[src/rtl/tpu_pkg.sv]
// Shared TPU datapath defaults so the skew buffer and the MAC grid agree on
// operand width and array size.
package tpu_pkg;

    localparam int TPU_BITS_AB = 8;
    localparam int TPU_DIM     = 8;

    typedef logic signed [TPU_BITS_AB-1:0] elem_t;

endpackage : tpu_pkg

[src/rtl/tpu_skew_row.sv]
// One row of the A skew buffer: a DEPTH-cell shift chain whose write lands at
// cells OFFSET..OFFSET+DIM-1, so the row's first element emerges OFFSET shifts late.
module tpu_skew_row
    import tpu_pkg::*;
#(
    parameter int BITS_AB = TPU_BITS_AB,
    parameter int DIM     = TPU_DIM,
    parameter int DEPTH   = DIM,
    parameter int OFFSET  = 0
) (
    input  logic                   clk,
    input  logic                   rst_n,
    input  logic                   en,
    input  logic                   wr,
    input  logic [BITS_AB*DIM-1:0] din,
    output logic [BITS_AB-1:0]     dout
);

    logic [BITS_AB-1:0] r_cell      [DEPTH];
    logic [BITS_AB-1:0] w_cell_next [DEPTH];

    generate
        for (genvar gi = 0; gi < DEPTH; gi++) begin : g_cell
            logic [BITS_AB-1:0] w_shift_in;

            if (gi == DEPTH - 1) begin : g_top
                assign w_shift_in = '0;
            end else begin : g_mid
                assign w_shift_in = r_cell[gi+1];
            end

            // Cells below OFFSET are outside the write window and keep any
            // older tile data still draining through them.
            if (gi >= OFFSET) begin : g_load
                assign w_cell_next[gi] = wr ? din[(gi-OFFSET)*BITS_AB +: BITS_AB] :
                                         en ? w_shift_in : r_cell[gi];
            end else begin : g_hold
                assign w_cell_next[gi] = wr ? r_cell[gi] :
                                         en ? w_shift_in : r_cell[gi];
            end
        end
    endgenerate

    always_ff @(posedge clk or negedge rst_n) begin
        if (!rst_n) begin
            for (int k = 0; k < DEPTH; k++) begin
                r_cell[k] <= '0;
            end
        end else begin
            for (int k = 0; k < DEPTH; k++) begin
                r_cell[k] <= w_cell_next[k];
            end
        end
    end

    assign dout = r_cell[0];

endmodule : tpu_skew_row

[src/rtl/tpu_a_skew_buf.sv]
// A-operand staging buffer: holds one DIMxDIM tile and shifts it out with row i
// delayed by i cycles to form the systolic wavefront; flags when fully drained.
module tpu_a_skew_buf
    import tpu_pkg::*;
#(
    parameter int BITS_AB = TPU_BITS_AB,
    parameter int DIM     = TPU_DIM
) (
    input  logic                   clk,
    input  logic                   rst_n,
    input  logic                   en,
    input  logic                   WrEn,
    input  logic [$clog2(DIM)-1:0] Arow,
    input  logic [BITS_AB*DIM-1:0] Ain,
    output logic [BITS_AB*DIM-1:0] Aout,
    output logic                   drained
);

    localparam int ROW_W = $clog2(DIM);
    localparam int CNT_W = $clog2(2*DIM);
    localparam logic [CNT_W-1:0] CNT_MAX = CNT_W'(2*DIM - 1);

    logic             w_wr_valid;
    logic             w_shift;
    logic [CNT_W-1:0] w_cnt_inc;
    logic [CNT_W-1:0] r_cnt;
    logic             r_drained;

    // An out-of-range row index is a non-write, so en still shifts normally.
    assign w_wr_valid = WrEn && (32'(Arow) < DIM);
    assign w_shift    = en && !w_wr_valid;
    assign w_cnt_inc  = (r_cnt == CNT_MAX) ? r_cnt : r_cnt + 1'b1;

    generate
        for (genvar gi = 0; gi < DIM; gi++) begin : g_row
            logic w_row_wr;
            assign w_row_wr = w_wr_valid && (Arow == ROW_W'(gi));

            tpu_skew_row #(
                .BITS_AB (BITS_AB),
                .DIM     (DIM),
                .DEPTH   (DIM + gi),
                .OFFSET  (gi)
            ) u_row (
                .clk   (clk),
                .rst_n (rst_n),
                .en    (w_shift),
                .wr    (w_row_wr),
                .din   (Ain),
                .dout  (Aout[gi*BITS_AB +: BITS_AB])
            );
        end
    endgenerate

    // 2*DIM-1 shifts after the last write every chain holds only zeros.
    always_ff @(posedge clk or negedge rst_n) begin
        if (!rst_n) begin
            r_cnt     <= CNT_MAX;
            r_drained <= 1'b1;
        end else if (w_wr_valid) begin
            r_cnt     <= '0;
            r_drained <= 1'b0;
        end else if (w_shift) begin
            r_cnt     <= w_cnt_inc;
            r_drained <= (w_cnt_inc == CNT_MAX);
        end
    end

    assign drained = r_drained;

endmodule : tpu_a_skew_buf

[config.mk]
export PLATFORM = sky130hd
export DESIGN_NAME = tpu_a_skew_buf
export DESIGN_NICKNAME = d
export VERILOG_FILES = /design/src/rtl/tpu_pkg.sv /design/src/rtl/tpu_skew_row.sv /design/src/rtl/tpu_a_skew_buf.sv
export SDC_FILE = /design/constraint.sdc
export NUM_CORES = 1
export LEC_CHECK = 0
export CAP_MARGIN = 20
export CORE_AREA = 5 5 328 330
export CTS_BUF_LIST = sky130_fd_sc_hd__clkbuf_2
export CTS_CLUSTER_DIAMETER = 100
export DETAILED_ROUTE_END_ITERATION = 8
export DIE_AREA = 0 0 333 335
export PLACE_DENSITY = 0.42
export SLEW_MARGIN = 10
export SYNTH_ARGS = -nofsm -noshare
export SYNTH_HDL_FRONTEND = slang
export SYNTH_SLANG_ARGS = --single-unit
[constraint.sdc]
create_clock -name clk -period 2.1 [get_ports clk]
set_clock_uncertainty 0.1 [all_clocks]
set_input_delay 0.525 -clock clk [delete_from_list [all_inputs] [get_ports clk]]
set_output_delay 0.525 -clock clk [all_outputs]
set_load 0.05 [all_outputs]
Word level (Yosys, flattened, before mapping):

Index checks and enable logic that the tools add are counted.

* flip-flop bits (word level): 741
* bits of input ports: 71
* output and inout port bits: 65
* word-level logic and storage cells: 264

* add/subtract/negate cells: 1
* equal/unequal tests: 9
* mux-type cells: 126
* bitwise logic cells: 7
* reduce and logical (&&, ||, !) cells: 27

Operator list (count)
* $mux 8: 121
* $reduce_bool 2->1: 9
* $reduce_and 2->1: 7
* $eq 3x3->1 const B: 4
* $mux 4: 3
* $logic_and 1x1->1: 9
* $eq 4x4->1 const B: 2
* $not 1->1: 7
* $eq 3x2->1 const B: 2
* $add 4x1->4 const B: 1
* $eq 3x1->1 const B: 1
* $logic_not 3->1: 1
* $mux 1: 2
* $logic_not 1->1: 1

Logic depth before layout (Yosys ltp):

Gate-level depths: netlist of the first run.

* word-level depth: 5
* mapped depth: 8
* depth with buffers taken out: 4

Cells and area by module:

Synthesis of the first run repeated with hierarchy kept, for this count alone.

* cells, all modules: 2738
* area total of the unflattened synthesis: 32587.5 um^2

Modules (own cells, without submodules)
* tpu_skew_row at g_row[7].u_row: times used 1, cells each 396, area an instance 5138.7 um^2, seq. area each 3002.9 um^2
* tpu_skew_row at g_row[6].u_row: times used 1, cells each 379, area an instance 4774.6 um^2, seq. area each 2802.7 um^2
* tpu_skew_row at g_row[5].u_row: times used 1, cells each 361, area an instance 4416.7 um^2, seq. area each 2602.5 um^2
* tpu_skew_row at g_row[4].u_row: times used 1, cells each 346, area an instance 4229.1 um^2, seq. area each 2402.3 um^2
* tpu_skew_row at g_row[3].u_row: times used 1, cells each 329, area an instance 3896.2 um^2, seq. area each 2202.1 um^2
* tpu_skew_row at g_row[2].u_row: times used 1, cells each 312, area an instance 3557.2 um^2, seq. area each 2001.9 um^2
* tpu_skew_row at g_row[1].u_row: times used 1, cells each 295, area an instance 3264.4 um^2, seq. area each 1801.7 um^2
* tpu_skew_row at g_row[0].u_row: times used 1, cells each 277, area an instance 2955.3 um^2, seq. area each 1601.5 um^2
* tpu_a_skew_buf: times used 1, cells each 43, area an instance 355.3 um^2, seq. area each 131.4 um^2

Worst setup path after synthesis of the first run:

Ideal clock, no wire load.

* kind: input -> register
* start: input port en
* end: register g_row[3].u_row.r_cell, in the netlist g_row[3].u_row.g_cell[2].w_shift_in[0]
* setup time: 0.118 ns
* data arrival time: 1.472 ns
* data required time: 1.882 ns
* setup slack: 0.410 ns
* stages: 6
* buffers on the path: 3
* cells stage by stage: nor2b_1 -> buf_2 -> buf_2 -> clkbuf_1 -> a22o_1 -> a21o_1

* longest elaborated chain between the ends: 2

RTL lines
* start: declaration: line tpu_a_skew_buf.sv:11 `input logic en,`
* $logic_and 1x1->1: line tpu_a_skew_buf.sv:31 `assign w_shift = en && !w_wr_valid;`
* $reduce_bool 2->1 (no line)
* end signal: indexed assignment: line tpu_skew_row.sv:51 `r_cell[k] <= w_cell_next[k];`
* end: declaration: line tpu_skew_row.sv:19 `logic [BITS_AB-1:0] r_cell [DEPTH];`

No other way between the ends.
A chain may end at the register's enable or synchronous reset.

Worst setup path after layout of the first run:

* start: register r_drained, in the netlist drained
* end: output port drained

RTL lines
* start: declaration: line tpu_a_skew_buf.sv:27 `logic r_drained;`
* start signal: assignment: line tpu_a_skew_buf.sv:65 `r_drained <= (w_cnt_inc == CNT_MAX);`
* end: declaration: line tpu_a_skew_buf.sv:16 `output logic drained`

No word-level cell between the ends.

==> results.json, run 1 <==
{
  "power_leakage_nw": 21.4,
  "holdCritPathClass": "input pin to flop",
  "ir_drop_uv": 400,
  "clk_pin_slew_ns": 0.08,
  "rows": 119,
  "cp_num_buf_inv": 1,
  "worstSetupStartpointType": "flop",
  "grt_pass1_wl_um": 144000,
  "worstPathRequired_ns": 1.47,
  "outcome": "complete, but fails checks",
  "grt_max_degree": 112,
  "synthCells": 2861,
  "cts_buffer_depth": 3,
  "relSlewSlack_pct": 41.9,
  "async_flop_share_pct": 100,
  "rsz0062_at_grt": "true",
  "placed_area_um2": 35100,
  "cts_root_buf": "clkbuf_2",
  "fin_total_pwr_w": 0.0357,
  "die_w_um": 333,
  "final_util_pct": 36.8,
  "cpPeakStageDelay_ns": 0.55,
  "coreArea_um2": 105000,
  "num_vias": 23000,
  "slowest_stage": "dfstp_2",
  "synth_nets": 2933,
  "wl_um": 91400,
  "finalCritPeriodShare_pct": 126,
  "yosysTopAreaCell": "dfrtp_1",
  "drv_slew": 0,
  "most-common-layout-cells": "nand2_1, dfrtp_1, a22o_1, a21o_1, clkbuf_2",
  "yosysWarnings": 0,
  "setup_violations": 65,
  "drt_iter0_drc": 1206,
  "die_y_um": 335,
  "grtUsageTotal_pct": 16.3,
  "numCtsBuffers": 206,
  "final_nets": 3339,
  "synth_ff_type": "dfrtp_1",
  "crit_family": "flip-flops",
  "critPathMaxFanout": 2,
  "crit_type": "flop to output port",
  "layout_commonest_cell": "nand2_1",
  "port_buffers": 135,
  "worst_pin_slew_ns": 0.871,
  "dp_hpwl_um": 62000,
  "synthDistinctLibCells": 31,
  "gp_congestion": 0.747,
  "initial_utilization_pct": 29.7,
  "cts_tree": "yes",
  "clk_latency_ns": 1.40,
  "grt_pass1_vias": 24000,
  "fillers": 10600,
  "ant_nets": 0,
  "pre_cts_ws_ns": -0.345,
  "end_kind": "output port",
  "arrival_ns": 2.03,
  "drc_errors": 0,
  "fin_crit_ns": 2.65,
  "hold_slack_ns": 0.200,
  "violations": "negative setup slack",
  "synthTopCellsByArea": "dfrtp_1, a22o_1, nand2_1, a21o_1, buf_2",
  "firstDrtPassIters": 7,
  "max_freq_ghz": 0.377,
  "io_pins": 136,
  "area_growth_pct": 23.8,
  "antenna_found_initial": 1,
  "avgSynthCellArea_um2": 10.8,
  "synth_area_um2": 31000,
  "hold_violations": 0,
  "seq_area_frac_synth_pct": 59.8,
  "power_density_nw_per_um2": 928,
  "final.setup.worst_slack_ns": -0.553,
  "die_area_um2": 112000,
  "via_per_inst": 4.79,
  "cts.sinks": 741,
  "final_cell_area_um2": 38400,
  "synth_edf_count": 0,
  "crit_chain": "buf_8",
  "cap_viol_max_count": 0,
  "grt_overflow": 0,
  "synth_top_area_share_pct": 59.3,
  "wl_per_cell_um": 19.0,
  "ys_seq_elements": 741,
  "drive_above_1_share_pct": 19.5,
  "h-tree-depth": 4
}
==> synth_stat cells, drive strengths merged, types with 3 or more instances <==
library cell  instances
nand2               837
dfrtp               736
a21o                412
a22o                412
buf                 188
o21ai               100
clkbuf               96
mux2i                37
nor2                  9
dfstp                 5
and4                  3
and4b                 3
and4bb                3
nand2b                3
==> flip-flops by register name, summed over array words and instances (netlist names) <==
signal,cells
g_row.u_row.dout,64
drained,1
g_row.u_row.g_cell.w_shift_in,672
r_cnt,4
==> cell families (layout without fill, tap and decap cells) <==
| kind of cell | after synthesis | after routing | synth area share [%] |
|---|---|---|---|
| AOI/OAI and AO/OA | 929 | 929 | 23.3 |
| and+or+nand+nor | 866 | 866 | 10.8 |
| DFF | 741 | 741 | 59.8 |
| buffers and inverters | 286 | 843 | 4.82 |
| muxes | 38 | 38 | 1.23 |
| adders and majority gates | 1 | 1 | 0.0403 |
| other | 0 | 1 | 0 |
==> power by group <==
group | leakage [nW] | internal (W) | total [W] | switching (W)
clock | 1.41 | 0.00399 | 0.0101 | 0.00609
combinational | 10.3 | 0.00323 | 0.00684 | 0.00361
sequential | 9.73 | 0.0170 | 0.0187 | 0.00177
total | 21.4 | 0.0242 | 0.0357 | 0.0115
==> metrics by stage <==
step                instances  TNS, ns
finish                   4810   -28.41
detailed placement       4308  -167.30
global route             4810   -43.59
floorplan                2861        0
global placement         4308  -156.35
CTS                      4798   -49.76
==> path summary, 6_finish.rpt <==
path	from	endpoint	slack, ns	cells after the start
max	drained	drained	-0.55	1
min	WrEn	g_row[3].u_row.g_cell[8].w_shift_in[7]	0.20	6
max reg2reg	r_cnt[0]	r_cnt[2]	0.31	4
min reg2reg	g_row[4].u_row.g_cell[2].w_shift_in[2]	g_row[4].u_row.g_cell[1].w_shift_in[2]	0.32	2
max in group asynchronous	rst_n	g_row[7].u_row.g_cell[3].w_shift_in[5]	0.28	7
min in group asynchronous	rst_n	g_row[7].u_row.g_cell[1].w_shift_in[7]	0.63	5
==> cell type report <==
type,instances,area [µm²],area share (%)
Sequential cell,741,18600,48.3
Multi-Input combinational cell,1834,11100,28.8
Timing Repair Buffer,482,5280,13.7
Tap cell,1391,1740,4.53
Clock buffer,318,1590,4.14
Clock inverter,41,183,0.475
Inverter,2,7.51,0.0195
Antenna cell,1,2.50,0.00651
==> per-layer routing <==
layer | part of all wire, % | global-route usage (%) | up-vias
met3 | 3.6 | 3.18 | 162
met2 | 48 | 26.7 | 413
met4 | 2.3 | 5.35 | 0
met1 | 46 | 21.8 | 11600
met5 | 0 | 0 | -
li1 | - | - | 10900
==> what timing repair did <==
| item | 4_1_cts | 5_1_grt |
|---|---|---|
| hold endpoints to repair | 1253 | 4 |
| gates resized for setup | 68 | 5 |
| endpoints found under the setup margin | 65 | 82 |
| hold buffers | 105 | 1 |
| buffers inserted | 26 | 11 |
| pin swaps | 0 | 0 |
(Power assumes the default switching activity.)
==> inputs of run 2 (changes only) <==
- ABC_AREA: default -> 0
==> results of run 2 <==
The final DEF is identical to that of run 1; final timing and power are the same.
